[config.mk]
export PLATFORM = sky130hd
export DESIGN_NAME = sdram_master_bridge_flat
export DESIGN_NICKNAME = d
export VERILOG_FILES = /design/src/rtl/sdram_bridge_pkg.sv /design/src/rtl/sdram_master_bridge_if.sv /design/src/rtl/cmd_fifo.sv /design/src/rtl/sdram_master_bridge.sv /design/src/flat_wrapper.sv
export SDC_FILE = /design/constraint.sdc
export NUM_CORES = 1
export LEC_CHECK = 0
export BUFFER_PORTS_ARGS = -buffer_cell sky130_fd_sc_hd__buf_2
export CELL_PAD_IN_SITES_DETAIL_PLACEMENT = 0
export CELL_PAD_IN_SITES_GLOBAL_PLACEMENT = 2
export CORE_MARGIN = 2
export CORE_UTILIZATION = 35
export CTS_CLUSTER_DIAMETER = 50
export DETAILED_ROUTE_END_ITERATION = 8
export PLACE_DENSITY = 0.68
export SETUP_SLACK_MARGIN = 0.5
export SLEW_MARGIN = 30
export SYNTH_ARGS = -nofsm -noshare
export SYNTH_HDL_FRONTEND = slang
export SYNTH_SLANG_ARGS = --single-unit
[constraint.sdc]
create_clock -name clk -period 5.75 [get_ports clk]
set_clock_uncertainty 0.2 [all_clocks]
set_input_delay 0.2875 -clock clk [delete_from_list [all_inputs] [get_ports clk]]
set_output_delay 0.2875 -clock clk [all_outputs]
set_load 0.05 [all_outputs]
[src/rtl/sdram_bridge_pkg.sv]
// Shared types and default sizing for the SDRAM master bridge.
// cmd_t fixes the address/data widths, so the bridge parameters must match these defaults.
package sdram_bridge_pkg;
    localparam int DEF_ADDR_W      = 26;
    localparam int DEF_DATA_W      = 32;
    localparam int DEF_FIFO_DEPTH  = 4;
    localparam int DEF_MAX_PENDING = 4;

    typedef enum logic {OP_READ = 1'b0, OP_WRITE = 1'b1} op_t;
    typedef enum logic {IDLE = 1'b0, BUSY = 1'b1} bridge_state_t;

    typedef struct packed {
        op_t                   op;
        logic [DEF_ADDR_W-1:0] address;
        logic [DEF_DATA_W-1:0] writedata;
    } cmd_t;
endpackage

[src/rtl/sdram_master_bridge_if.sv]
// Avalon-MM bus between the bridge (master) and the SDRAM controller (slave).
// Handshake: a command driven by the master completes in the first cycle with avm_waitrequest low.
interface sdram_master_bridge_if #(
    parameter int ADDR_W = 26,
    parameter int DATA_W = 32
);
    logic [ADDR_W-1:0] avm_address;
    logic              avm_read;
    logic              avm_write;
    logic [DATA_W-1:0] avm_writedata;
    logic [3:0]        avm_byteenable;
    logic              avm_waitrequest;
    logic [DATA_W-1:0] avm_readdata;
    logic              avm_readdatavalid;

    modport master (
        output avm_address, avm_read, avm_write, avm_writedata, avm_byteenable,
        input  avm_waitrequest, avm_readdata, avm_readdatavalid
    );

    modport slave (
        input  avm_address, avm_read, avm_write, avm_writedata, avm_byteenable,
        output avm_waitrequest, avm_readdata, avm_readdatavalid
    );
endinterface

[src/rtl/cmd_fifo.sv]
// Synchronous command FIFO with a show-ahead head; push when full and pop when empty are ignored.
module cmd_fifo
    import sdram_bridge_pkg::*;
#(
    parameter int DEPTH = DEF_FIFO_DEPTH
) (
    input  logic                       clk,
    input  logic                       n_rst,
    input  logic                       i_push,
    input  cmd_t                       i_push_cmd,
    input  logic                       i_pop,
    output cmd_t                       o_head,
    output logic [$clog2(DEPTH+1)-1:0] o_count,
    output logic                       o_full,
    output logic                       o_empty
);
    localparam int PTR_W = $clog2(DEPTH);
    localparam int CNT_W = $clog2(DEPTH + 1);

    cmd_t             r_mem [DEPTH];
    logic [PTR_W-1:0] r_wr_ptr;
    logic [PTR_W-1:0] r_rd_ptr;
    logic [CNT_W-1:0] r_count;
    logic             w_push;
    logic             w_pop;

    assign o_full  = (r_count == CNT_W'(DEPTH));
    assign o_empty = (r_count == '0);
    assign o_count = r_count;
    assign o_head  = r_mem[r_rd_ptr];
    assign w_push  = i_push & ~o_full;
    assign w_pop   = i_pop & ~o_empty;

    // Pointers wrap naturally because DEPTH is a power of two.
    always_ff @(posedge clk) begin
        if (n_rst) begin
            r_wr_ptr <= '0;
            r_rd_ptr <= '0;
            r_count  <= '0;
        end else begin
            if (w_push) r_wr_ptr <= r_wr_ptr + 1'b1;
            if (w_pop)  r_rd_ptr <= r_rd_ptr + 1'b1;
            r_count <= r_count + CNT_W'(w_push) - CNT_W'(w_pop);
        end
    end

    always_ff @(posedge clk) begin
        if (w_push) r_mem[r_wr_ptr] <= i_push_cmd;
    end
endmodule

[src/rtl/sdram_master_bridge.sv]
// Core SDRAM request strobes to Avalon-MM master: command FIFO, issue FSM,
// outstanding-read tracking, registered read return and sticky error flags.
module sdram_master_bridge
    import sdram_bridge_pkg::*;
#(
    parameter int ADDR_W      = DEF_ADDR_W,
    parameter int DATA_W      = DEF_DATA_W,
    parameter int FIFO_DEPTH  = DEF_FIFO_DEPTH,
    parameter int MAX_PENDING = DEF_MAX_PENDING
) (
    input  logic                               clk,
    input  logic                               n_rst,
    input  logic                               clear,
    input  logic                               req_read,
    input  logic                               req_write,
    input  logic [ADDR_W-1:0]                  req_address,
    input  logic [DATA_W-1:0]                  req_writedata,
    output logic                               req_ready,
    output logic [DATA_W-1:0]                  rd_data,
    output logic                               rd_valid,
    sdram_master_bridge_if.master              avm,
    output logic                               idle,
    output logic                               err_overflow,
    output logic                               err_unexpected,
    output logic                               err_both,
    output bridge_state_t                      o_dbg_state,
    output logic [$clog2(MAX_PENDING+1)-1:0]   o_dbg_pending
);
    localparam int PEND_W = $clog2(MAX_PENDING + 1);
    localparam int CNT_W  = $clog2(FIFO_DEPTH + 1);

    bridge_state_t     r_state, w_state_next;
    cmd_t              r_cmd, w_head, w_push_cmd;
    logic              r_read, r_write;
    logic [PEND_W-1:0] r_pending, w_pend_next;
    logic [CNT_W-1:0]  w_fifo_count;
    logic              w_fifo_full, w_fifo_empty, w_fifo_empty_next;
    logic              w_any_req, w_push, w_load;
    logic              w_complete, w_rd_done, w_ret, w_unexp, w_issuable;
    logic              r_rd_valid, r_idle;
    logic [DATA_W-1:0] r_rd_data;
    logic              r_err_overflow, r_err_unexpected, r_err_both;

    assign w_any_req  = req_read | req_write;
    assign req_ready  = ~w_fifo_full;
    assign w_push     = w_any_req & req_ready;
    // A write wins when both strobes are raised together.
    assign w_push_cmd = '{op: (req_write ? OP_WRITE : OP_READ),
                          address: req_address, writedata: req_writedata};

    cmd_fifo #(.DEPTH(FIFO_DEPTH)) u_cmd_fifo (
        .clk        (clk),
        .n_rst      (n_rst),
        .i_push     (w_push),
        .i_push_cmd (w_push_cmd),
        .i_pop      (w_load),
        .o_head     (w_head),
        .o_count    (w_fifo_count),
        .o_full     (w_fifo_full),
        .o_empty    (w_fifo_empty)
    );

    assign w_complete  = (r_state == BUSY) & ~avm.avm_waitrequest;
    assign w_rd_done   = w_complete & r_read;
    assign w_ret       = avm.avm_readdatavalid & (r_pending != '0);
    assign w_unexp     = avm.avm_readdatavalid & (r_pending == '0);
    assign w_pend_next = r_pending + PEND_W'(w_rd_done) - PEND_W'(w_ret);
    // Read issue uses next-cycle pending so the read completing now is counted.
    assign w_issuable  = ~w_fifo_empty &
                         ((w_head.op == OP_WRITE) | (w_pend_next < PEND_W'(MAX_PENDING)));

    always_comb begin
        w_state_next = r_state;
        w_load       = 1'b0;
        case (r_state)
            IDLE: begin
                if (w_issuable) begin
                    w_state_next = BUSY;
                    w_load       = 1'b1;
                end
            end
            BUSY: begin
                if (w_complete) begin
                    if (w_issuable) w_load = 1'b1;
                    else            w_state_next = IDLE;
                end
            end
            default: w_state_next = IDLE;
        endcase
    end

    always_ff @(posedge clk) begin
        if (n_rst) begin
            r_state <= IDLE;
            r_cmd   <= '0;
            r_read  <= 1'b0;
            r_write <= 1'b0;
        end else begin
            r_state <= w_state_next;
            if (w_load) begin
                r_cmd   <= w_head;
                r_read  <= (w_head.op == OP_READ);
                r_write <= (w_head.op == OP_WRITE);
            end else if (w_state_next == IDLE) begin
                r_read  <= 1'b0;
                r_write <= 1'b0;
            end
        end
    end

    assign w_fifo_empty_next =
        ((w_fifo_count + CNT_W'(w_push) - CNT_W'(w_load)) == '0);

    always_ff @(posedge clk) begin
        if (n_rst) begin
            r_pending        <= '0;
            r_rd_valid       <= 1'b0;
            r_rd_data        <= '0;
            r_idle           <= 1'b1;
            r_err_overflow   <= 1'b0;
            r_err_unexpected <= 1'b0;
            r_err_both       <= 1'b0;
        end else begin
            r_pending  <= w_pend_next;
            r_rd_valid <= w_ret;
            if (w_ret) r_rd_data <= avm.avm_readdata;
            r_idle <= w_fifo_empty_next & (w_state_next == IDLE) & (w_pend_next == '0);
            // A new error event outranks a simultaneous clear.
            r_err_overflow   <= (w_any_req & ~req_ready) | (r_err_overflow & ~clear);
            r_err_unexpected <= w_unexp | (r_err_unexpected & ~clear);
            r_err_both       <= (req_read & req_write) | (r_err_both & ~clear);
        end
    end

    assign avm.avm_address    = r_cmd.address;
    assign avm.avm_writedata  = r_cmd.writedata;
    assign avm.avm_read       = r_read;
    assign avm.avm_write      = r_write;
    assign avm.avm_byteenable = (r_read | r_write) ? 4'hF : 4'h0;

    assign rd_data        = r_rd_data;
    assign rd_valid       = r_rd_valid;
    assign idle           = r_idle;
    assign err_overflow   = r_err_overflow;
    assign err_unexpected = r_err_unexpected;
    assign err_both       = r_err_both;
    assign o_dbg_state    = r_state;
    assign o_dbg_pending  = r_pending;
endmodule

[src/flat_wrapper.sv]
// flat-port wrapper written by rule: the top's interface ports become plain ports
module sdram_master_bridge_flat import sdram_bridge_pkg::*;
#(
    parameter int ADDR_W      = DEF_ADDR_W,
    parameter int DATA_W      = DEF_DATA_W,
    parameter int FIFO_DEPTH  = DEF_FIFO_DEPTH,
    parameter int MAX_PENDING = DEF_MAX_PENDING
)
  (clk, n_rst, clear, req_read, req_write, req_address, req_writedata, req_ready, rd_data, rd_valid, idle, err_overflow, err_unexpected, err_both, o_dbg_state, o_dbg_pending, avm_avm_address, avm_avm_read, avm_avm_write, avm_avm_writedata, avm_avm_byteenable, avm_avm_waitrequest, avm_avm_readdata, avm_avm_readdatavalid);
  sdram_master_bridge_if #(.ADDR_W(ADDR_W), .DATA_W(DATA_W)) avm_i ();
  input  logic clk;
  input  logic n_rst;
  input  logic clear;
  input  logic req_read;
  input  logic req_write;
  input  logic [ADDR_W-1:0] req_address;
  input  logic [DATA_W-1:0] req_writedata;
  output logic req_ready;
  output logic [DATA_W-1:0] rd_data;
  output logic rd_valid;
  output logic idle;
  output logic err_overflow;
  output logic err_unexpected;
  output logic err_both;
  output bridge_state_t o_dbg_state;
  output logic [$clog2(MAX_PENDING+1)-1:0] o_dbg_pending;
  output wire logic [$bits(avm_i.avm_address)-1:0] avm_avm_address;
  output wire logic [$bits(avm_i.avm_read)-1:0] avm_avm_read;
  output wire logic [$bits(avm_i.avm_write)-1:0] avm_avm_write;
  output wire logic [$bits(avm_i.avm_writedata)-1:0] avm_avm_writedata;
  output wire logic [$bits(avm_i.avm_byteenable)-1:0] avm_avm_byteenable;
  input wire logic [$bits(avm_i.avm_waitrequest)-1:0] avm_avm_waitrequest;
  input wire logic [$bits(avm_i.avm_readdata)-1:0] avm_avm_readdata;
  input wire logic [$bits(avm_i.avm_readdatavalid)-1:0] avm_avm_readdatavalid;
  assign avm_avm_address = avm_i.avm_address;
  assign avm_avm_read = avm_i.avm_read;
  assign avm_avm_write = avm_i.avm_write;
  assign avm_avm_writedata = avm_i.avm_writedata;
  assign avm_avm_byteenable = avm_i.avm_byteenable;
  assign avm_i.avm_waitrequest = avm_avm_waitrequest;
  assign avm_i.avm_readdata = avm_avm_readdata;
  assign avm_i.avm_readdatavalid = avm_avm_readdatavalid;
  sdram_master_bridge #(.ADDR_W(ADDR_W), .DATA_W(DATA_W), .FIFO_DEPTH(FIFO_DEPTH), .MAX_PENDING(MAX_PENDING)) u_core (.clk(clk), .n_rst(n_rst), .clear(clear), .req_read(req_read), .req_write(req_write), .req_address(req_address), .req_writedata(req_writedata), .req_ready(req_ready), .rd_data(rd_data), .rd_valid(rd_valid), .avm(avm_i), .idle(idle), .err_overflow(err_overflow), .err_unexpected(err_unexpected), .err_both(err_both), .o_dbg_state(o_dbg_state), .o_dbg_pending(o_dbg_pending));
endmodule
## Word-level counts from Yosys, hierarchy flattened

Memories as Yosys holds them, arrays and structs flattened. A register that Yosys moved wholly into a read port is not among the register bits.
Cells that the tools add are included.

- Add/sub/neg operators: 8
- $lt $le $gt $ge: 1
- Eq/ne operators: 2
- Multiplexer cells: 14
- Bitwise logic cells: 28
- Reduce and logical (&&, ||, !) cells: 5

Operator list:

| operator | count |
|---|---|
| $and A1 B1 Y1 | 15 |
| $logic_not A3 Y1 | 4 |
| $add A3 B1 Y3 | 3 |
| $mux W1 | 9 |
| $sub A3 B1 Y3 | 3 |
| $not A1 Y1 | 7 |
| $or A1 B1 Y1 | 6 |
| $add A2 B1 Y2 const B | 2 |
| $mux W2 | 2 |
| $mux W4 | 1 |
| $pmux W1 S2 | 2 |
| $eq A3 B3 Y1 const B | 1 |
| $lt A3 B3 Y1 const B | 1 |
| $reduce_bool A3 Y1 | 1 |
| $ne A2 B2 Y1 const B | 1 |

- Register bits: 108
- Bits in writable memories: 236
- Logic and storage cells: 74
- Memories: 1

Memory list:

| name | words | bits a word | rd ports | clocked after Yosys merged registers in | write ports | RTL line | text |
|---|---|---|---|---|---|---|---|
| u_core.u_cmd_fifo.r_mem | 4 | 59 | 1 | 1 | 1 | cmd_fifo.sv:20 | `cmd_t r_mem [DEPTH];` |

## Depth between registers and ports, before layout

Gate-level depths: netlist (run 1).

- Word-level depth: 15
- Mapped depth: 20
- Mapped depth without buffers: 16

## By module

From an unflattened synthesis (run 1), not the netlist that was laid out.

- Cells, all modules: 816
- Area total of the unflattened synthesis: 13233.9 um^2

By module, submodules not included:

| module | times used | cells an instance | area an instance (um^2) | seq. area each (um^2) |
|---|---|---|---|---|
| cmd_fifo | 1 | 360 | 8993.6 | 7267.0 |
| sdram_master_bridge | 1 | 456 | 4240.3 | 2021.9 |

## Worst setup path before layout (run 1)

Ideal clock, no wire load.

- Kind: reg2reg
- From: register u_core.r_pending[1], in the netlist u_core.o_dbg_pending[1]
- To: register u_core.r_idle, in the netlist u_core.idle
- Setup time: 0.060 ns
- Data arrival time: 5.125 ns
- Data required time: 5.490 ns
- Setup slack: 0.364 ns
- Stages on the path, launching flop included: 21
- Buffers on the path: 4
- Period minus slack after synthesis: 5.386 ns
- Cell sequence: dfxtp_1 > clkbuf_1 > o31ai_1 > inv_1 > clkbuf_1 > ha_1 > inv_1 > ha_1 > fa_1 > xor3_1 > o211ai_2 > buf_6 > buf_6 > inv_1 > ha_1 > inv_1 > ha_1 > fa_1 > or4_1 > nor2_1 > a41o_1

- Longest elaborated chain between the ends: 13

RTL lines:

| item | RTL line | text |
|---|---|---|
| start: declaration | sdram_master_bridge.sv:35 | `logic [PEND_W-1:0] r_pending, w_pend_next;` |
| start signal: assignment | sdram_master_bridge.sv:124 | `r_pending <= w_pend_next;` |
| $reduce_bool A3 Y1 (*) | sdram_master_bridge.sv:65 | `assign w_ret = avm.avm_readdatavalid & (r_pending != '0);` |
| $and A1 B1 Y1 (*) | sdram_master_bridge.sv:65 |  |
| named net u_core.w_ret | sdram_master_bridge.sv:39 | `logic w_complete, w_rd_done, w_ret, w_unexp, w_issuable;` |
| $sub A3 B1 Y3 (*) | sdram_master_bridge.sv:67 | `assign w_pend_next = r_pending + PEND_W'(w_rd_done) - PEND_W'(w_ret);` |
| $lt A3 B3 Y1 | sdram_master_bridge.sv:70 | `((w_head.op == OP_WRITE) \| (w_pend_next < PEND_W'(MAX_PENDING)));` |
| $or A1 B1 Y1 | sdram_master_bridge.sv:70 |  |
| $and A1 B1 Y1 | sdram_master_bridge.sv:69 | `assign w_issuable = ~w_fifo_empty &` |
| $mux W1 | sdram_master_bridge.sv:77, sdram_master_bridge.sv:84 |  |
| $mux W1 | sdram_master_bridge.sv:83 | `if (w_complete) begin` |
| $pmux W1 S2 | sdram_master_bridge.sv:75 | `case (r_state)` |
| $sub A3 B1 Y3 | sdram_master_bridge.sv:112 | `((w_fifo_count + CNT_W'(w_push) - CNT_W'(w_load)) == '0);` |
| $logic_not A3 Y1 | sdram_master_bridge.sv:112 |  |
| $and A1 B1 Y1 | sdram_master_bridge.sv:127 | `r_idle <= w_fifo_empty_next & (w_state_next == IDLE) & (w_pend_next == '0);` |
| $and A1 B1 Y1 (*) | sdram_master_bridge.sv:127 |  |
| end signal: assignment | sdram_master_bridge.sv:127 |  |
| end: declaration | sdram_master_bridge.sv:40 | `logic r_rd_valid, r_idle;` |

Mark *: on every way through the listed nets, which the timed path passes. The rest lies on a longest branch.
A chain may end at the register's enable or synchronous reset.

## Final worst setup path (run 1)

- From: register u_core.r_pending[1], in the netlist u_core.o_dbg_pending[1]
- To: register u_core.r_idle, in the netlist u_core.idle

- Longest elaborated chain between the ends: 13

RTL lines:

| item | RTL line |
|---|---|
| branches (longest 2 deep; another with $add A3 B1 Y3) | n/a |
| $sub A3 B1 Y3 (*) | sdram_master_bridge.sv:67 |
| $lt A3 B3 Y1 | sdram_master_bridge.sv:70 |
| $or A1 B1 Y1 | sdram_master_bridge.sv:70 |
| $and A1 B1 Y1 | sdram_master_bridge.sv:69 |
| $mux W1 | sdram_master_bridge.sv:77, sdram_master_bridge.sv:84 |
| $mux W1 | sdram_master_bridge.sv:83 |
| $pmux W1 S2 | sdram_master_bridge.sv:75 |
| $sub A3 B1 Y3 | sdram_master_bridge.sv:112 |
| $logic_not A3 Y1 | sdram_master_bridge.sv:112 |
| $and A1 B1 Y1 | sdram_master_bridge.sv:127 |
| $and A1 B1 Y1 (*) | sdram_master_bridge.sv:127 |

Mark *: on every way between the ends.

==> metrics, run 1 <==
fin crit share=79.3%; crit path buf inv count=4; Pleak=6.66 nW; placed cells=1,490; die height=198 um; endpoints failing setup=0; asr flop ratio synth=0%; Die ar.=39,300 um2; CP startpoint kind=flop; core area=37,400 um2; port bufs=202; Worst path top cell family by delay=adder cells; layout cell share with drive strength beyond 1=30.1%; CP Max Fanout=12; Post-synth EDFFs=236; Clock Tree Root=clkbuf_16; Worst slew margin=52.8%; Worst Hold Slack=97.5 ps; die width=198 um; Hold Crit Class=in2reg; Power Total=0.00947 W; Clk Latency, worst-skew pair=550 ps; CP Capture Type=flop; clk buf depth=3; RSZ-0062 raised after global routing=false; final net count=1,247; Crit path largest cell delay=560 ps; via/cell ratio=4.57; crit path max-delay cell type=o211ai_4; Arrival @ worst endpoint=4850 ps; starting density of the core=35.3%; gpl congestion=0.698; Post-Layout Cell Count=1,683; max cap viols=0; TritonRoute pass-1 iters=4; crit-path cells=o31ai_4 > inv_1 > ha_1 > inv_1 > ha_1 > fa_1 > xor3_1 > o211ai_4 > inv_1 > ha_1 > inv_1 > ha_1 > fa_1 > or4_1 > nor2_1 > a41o_1; H-tree depth=2; Seq/Total Area, Yosys=70.3%; Layout area overhead=31.3%; first-pass GRT wire length=45.1 mm; initial antenna violation count=2; IO Count=203; outcome=finished clean; Worst EP required=6040 ps; CTS tree=yes; gr ovfl total=0; drt drc=0; Post-Syn Nets=925; Worst-Margin Slew=709 ps; total negative slack=0 ps; Vias=7,696; Synth cell types=38; Slew Limit Fails=0; antenna-violating nets left=0; achievable frequency=219 MHz; Mapped Cells=815; total wire length=29.3 mm; row cnt=71; CTS buffer count=44; Synth Register Bits=346; drt first-iter violations=366; CTS sink count=346; syn_area_per_cell=16.2 um2; vias in the first global route=8,089; clock-pin slew on the worst setup and hold paths=60 ps; PwrDens=546 nW/um2; GRT Util Overall=15.1%; largest net degree at the start of global routing=72; Period minus WS final=4560 ps; Synth warnings=0; Final Hold Vio Count=0; Mapped Area=13,200 um2; Post-synth top flop=edfxtp_1; worst vdd ir=0.326 mV; per-cell routed wire length=17.4 um; critical path type=reg2reg; HPWL Detailed=16.8 mm
==> sequential cells by signal, summed over array words and instances (netlist names), 2 cells and up, named ones only <==
register                    count
u_core.avm.avm_address         26
u_core.u_cmd_fifo.o_count       3
u_core.o_dbg_pending            3
u_core.u_cmd_fifo.r_rd_ptr      2
u_core.rd_data                 32
u_core.avm.avm_writedata       32
u_core.u_cmd_fifo.r_mem       236
u_core.u_cmd_fifo.r_wr_ptr      2
==> cells in the mapped netlist (5+ instances only) <==
cell type / number / area (um2)
buf_4: 7 / 52.6
nand2b_1: 116 / 726
nand3_1: 5 / 25.0
inv_1: 17 / 63.8
dfxtp_1: 110 / 2200
buf_1: 5 / 18.8
buf_2: 7 / 35.0
nor2b_1: 5 / 31.3
mux4_2: 59 / 1330
edfxtp_1: 236 / 7090
mux2i_1: 58 / 581
nor2_1: 12 / 45.0
ha_1: 10 / 125
a21oi_1: 37 / 185
clkbuf_1: 29 / 109
nand2_1: 65 / 244
==> per-stage QoR <==
stage | setup slack, ps | area, um2 | util (%)
after floorplan | 531 | 13200 | -
after global placement | 1200 | 14700 | 39.4
after detailed placement | 1110 | 14800 | 39.6
after CTS | 1120 | 17300 | 46.4
after global routing | 893 | 17400 | 46.4
final | 1190 | 17400 | 46.4
==> cell families after synthesis <==
group | after synthesis | share of synthesized area, %
buffers and inverters | 68 | 2.31
muxes | 120 | 14.7
DFF | 346 | 70.3
adders and majority gates | 13 | 1.40
and+or+nand+nor | 215 | 8.69
AOI/OAI and AO/OA | 48 | 2.06
xor gates and xnor gates | 5 | 0.549
==> layout make-up <==
| cell class | count | area [um2] |
|---|---|---|
| fillers | 3379 | 20000 |
| flip-flops and latches | 346 | 9300 |
| multi-input cells | 401 | 3660 |
| repair buffers | 326 | 2290 |
| clock buffers | 59 | 1200 |
| well taps | 511 | 639 |
| clock inverters | 20 | 195 |
| inverters | 18 | 67.6 |
| diodes | 2 | 5.00 |
==> power by group <==
part	internal, W	switching (W)
logic	0.00115	0.00218
clock network	0.00157	0.00105
registers	0.00326	0.000260
==> metal layers <==
metal,vias up,global-route usage [%],wire length (um),share of wire [%]
met2,187,25.4,14000,48
met3,37,4.28,1760,6.0
met1,3826,19.0,13100,45
met5,-,0,0,0
li1,3646,-,-,-
met4,0,4.23,513,1.7
==> layout by cell type, fill, tap and decap left out, types with 3 or more instances in the layout <==
cell	count
a21oi_1	37
a22oi_1	3
and3_4	4
buf_2	201
buf_4	7
buf_6	3
clkbuf_1	12
clkbuf_16	45
clkinv_2	4
clkinvlp_4	4
dfxtp_1	108
dlygate4sd3_1	112
edfxtp_1	236
fa_1	3
ha_1	10
inv_1	17
inv_6	4
mux2_2	3
mux2i_1	58
mux4_2	59
nand2_1	65
nand2b_1	116
nand3_1	5
nor2_1	12
nor2b_1	5
o21ai_0	3
==> worst paths after layout <==
path | from | to | slack, ps | cells past startpoint
max | u_core.o_dbg_pending[1] | u_core.idle | 1190 | 16
min | n_rst | u_core.avm.avm_writedata[20] | 100 | 3
max reg2reg | u_core.o_dbg_pending[1] | u_core.idle | 1190 | 16
min reg2reg | u_core.rd_data[28] | u_core.rd_data[28] | 250 | 2
==> worst register-to-register path, stage by stage, from the launching register on <==
cell and delay (ps):
dfxtp_1 390, o31ai_4 250, inv_1 80, ha_1 270, inv_1 40, ha_1 190, fa_1 410, xor3_1 310
o211ai_4 560, inv_1 100, ha_1 290, inv_1 40, ha_1 180, fa_1 420, or4_1 520, nor2_1 100
a41o_1 170
==> repair_timing <==
action,CTS,global route
resized for setup,0,0
hold buffers,112,0
setup buffers,0,0
endpoints found under the hold margin,276,0
Power figures use the tool's default switching activity.
==> run 2, diff against run 1 <==
ABC_AREA = 1   (was unset)
PLACE_DENSITY = 0.77   (was 0.68)
clock period = 4.23 ns   (was 5.75 ns; I/O delays follow)
==> run 2 against run 1 <==
  * Clock power up 40%
  * Largest cell class unchanged
  * Area after synthesis increased by 13%
  * Sequential share of layout area decreased by 4.8 points
  * Setup slack worse by 560 ps
  * Via count is 46% higher
  * Hold slack gained 97 ps
  * Final area rose by 10%
  * Die area increased by 13%
  * Register-to-register slack lost 560 ps
  * Non-clock buffer count stayed put
  * Utilization fell by 0.99 points
==> metrics, run 2 <==
r2r startpoint=u_core.o_dbg_pending[2]; GRT Util Overall=17.6% (+2.5 points); worst vdd ir=0.988 mV (+200%); clock-pin slew on the worst setup and hold paths=50 ps (about the same); TritonRoute pass-1 iters=8 (+4); CTS tree=yes; Synth warnings=0 (unchanged); gr ovfl total=0 (unchanged); Fillers=4,149 (+23%); Mapped Area=14,900 um2 (+13%); RSZ-0062 raised after global routing=true; area occupied by multi-input gates=3750 um2 (+2.4%); max cap viols=0 (unchanged); total wire length=38.6 mm (+32%); commonest non-fill, non-tap cell in the layout=nand2_1; Clock Tree Root=clkbuf_16; Synth Register Bits=346 (unchanged); post-synth top area cell=edfxtp_1; Final Hold Vio Count=0 (unchanged); largest cells by area after synthesis=edfxtp_1 (47%), dfxtp_1 (15%), nand2_1 (11%); most frequent cells in the layout=nand2_1 (433), inv_1 (420), edfxtp_1 (236); Post-synth top flop=edfxtp_1; Vias=11,300 (+46%); CTS buffer count=45 (+2.3%); first-pass GRT wire length=60.7 mm (+35%); syn_area_per_cell=8.81 um2 (-46%); layout cell share with drive strength beyond 1=17.0% (-13 points); gpl congestion=0.718 (+2.9%); row cnt=75 (+5.6%); CP Max Fanout=3 (-9); max FFs per register=236 (unchanged); Mapped Cells=1,695 (+110%); vias in the first global route=11,200 (+38%); die width=211 um (+6.2%); Synth top cells by count=nand2_1 (437), inv_1 (427), edfxtp_1 (236), nor2_1 (136), nand3_1 (123); die height=211 um (+6.2%); endpoints failing setup=0 (unchanged); Post-Layout Cell Count=2,564 (+52%); Post-Syn Nets=1,805 (+95%); achievable frequency=278 MHz (+27%); fin crit share=85.1% (+5.8 points); initial antenna violation count=4 (+2); starting density of the core=35.5% (+0.18 points); IO Count=203 (unchanged); via/cell ratio=4.39 (-3.9%); placed cells=2,373 (+59%); WHS Path Cells=2 (-1); largest reg by FF count=u_core.u_cmd_fifo.r_mem; CP startpoint kind=flop; Worst-Margin Slew=930 ps (+222 ps); Seq/Total Area, Yosys=62.2% (-8.1 points); final net count=2,096 (+68%); share of the synthesized area in the top cell type=47.5% (-6.2 points); Die ar.=44,300 um2 (+13%); Worst slew margin=38.0% (-15 points); Hold Crit Class=in2reg; CTS sink count=346 (unchanged); Synth cell types=22 (-42%); asr flop ratio synth=0% (unchanged); Clk Latency, worst-skew pair=560 ps (about the same); register area=9310 um2 (about the same); Slew Limit Fails=0 (unchanged); drt drc=0 (unchanged); launch point of the worst path=u_core.o_dbg_pending[2]; clk buf depth=3 (unchanged); Post-synth EDFFs=236 (unchanged); R2R depth=25 (+9); outcome=finished clean; antenna-violating nets left=0 (unchanged); Setup WS post-layout=631 ps (-557 ps); register-to-register setup slack=630 ps (-560 ps); core area=42,000 um2 (+12%); Pleak=9.39 nW (+41%); Reg-to-Reg End=u_core.idle; drt first-iter violations=474 (+30%); critical path type=reg2reg; HPWL Detailed=21.0 mm (+25%); Worst EP required=4520 ps (-1520 ps); dpl ws=495 ps (-618 ps); Period minus WS final=3600 ps (-963 ps); per-cell routed wire length=15.0 um (-14%); Layout area overhead=27.9%; largest net degree at the start of global routing=79 (+9.7%); most common cell in the netlist=nand2_1; Setup crit end=u_core.idle; Arrival @ worst endpoint=3890 ps (-960 ps); port bufs=202 (unchanged); PwrDens=775 nW/um2 (+42%); H-tree depth=2 (unchanged); CP Capture Type=flop
run 2: cell count changes in the layout (fill, tap and decap cells not counted), sizes merged, moves of 59 or more:
| cell | delta |
|---|---|
| inv | +422 |
| mux4 | -59 |
| nand2 | +374 |
| nand2b | -116 |
| nand3 | +119 |
| nand4 | +63 |
| nor2 | +124 |
run 2: metrics by stage:
stage	total power [W]	hold WS (ps)	setup TNS [ps]	util (%)	instance area (um2)
after floorplan	0.00945	92.2	-44780	-	15000
after global placement	0.0110	221	0	39.3	16500
after detailed placement	0.0111	228	0	39.3	16500
after CTS	0.0149	157	0	45.1	19000
after global routing	0.0159	191	0	45.4	19100
final	0.0148	194	0	45.4	19100
run 2: final cells by class:
cell class	count	area share, %
Multi-Input combinational cell	825	19.7
Clock buffer	60	6.47
Sequential cell	346	48.7
Clock inverter	24	1.08
Antenna cell	2	0.0262
Inverter	442	8.76
Tap cell	539	3.53
Timing Repair Buffer	326	11.7
run 2: repair_timing:
action                                  4_1_cts  5_1_grt
hold buffers                                 99        0
resized for setup                             0       19
hold endpoints to repair                    280        0
endpoints found under the setup margin        1        1
pin swaps                                     1       15
setup buffers                                 0        5
run 2: worst min-delay path by stage:
| stage | startpoint | end | slack [ps] |
|---|---|---|---|
| detailed placement | req_writedata[13] | u_core.u_cmd_fifo.r_mem[3][13] | 230 |
| floorplan | n_rst | u_core.o_dbg_state | 90 |
| global route | req_address[0] | u_core.u_cmd_fifo.r_mem[2][32] | 190 |
| global placement | req_address[1] | u_core.u_cmd_fifo.r_mem[3][33] | 220 |
| CTS | req_address[14] | u_core.u_cmd_fifo.r_mem[0][46] | 160 |
| finish | req_writedata[1] | u_core.u_cmd_fifo.r_mem[1][1] | 190 |
run 2: layer usage:
layer	track usage [%]	up-vias	part of all wire [%]
li1	-	5767	-
met1	22.4	5217	45
met2	30.0	206	48
met3	3.29	70	4.4
met4	6.31	4	2.7
met5	0	-	0.047
run 2: power by group:
group / internal (W) / switching [W] / leakage, nW / total [W]
clock: 0.00219 / 0.00146 / 0.698 / 0.00366
combinational: 0.00172 / 0.00456 / 5.60 / 0.00628
sequential: 0.00452 / 0.000334 / 3.09 / 0.00486
run 2: worst max-delay path: stages, from the launching register on:
cell	delay (ps)
dfxtp_4	350
inv_4	60
nand3_2	70
nand2_2	70
inv_2	50
ha_4	260
inv_4	30
ha_4	150
fa_2	390
inv_2	60
nand2_2	40
nand2_1	50
nand2_1	60
nand2_2	90
nand2_4	60
nand3_4	70
inv_2	50
ha_4	260
inv_2	40
ha_4	150
fa_1	460
nor3_2	160
nand2_1	70
o21ai_1	120
nand2_1	90
nor2_1	80
run 2: cells by family after synthesis:
kind of cell             Yosys count  synth area share (%)
adder cells (fa/ha/maj)           13                  1.24
AND/OR/NAND/NOR                  765                  21.5
flip-flops                       346                  62.2
AO/OA/AOI/OAI                     47                  1.58
buffers and inverters            524                  13.5
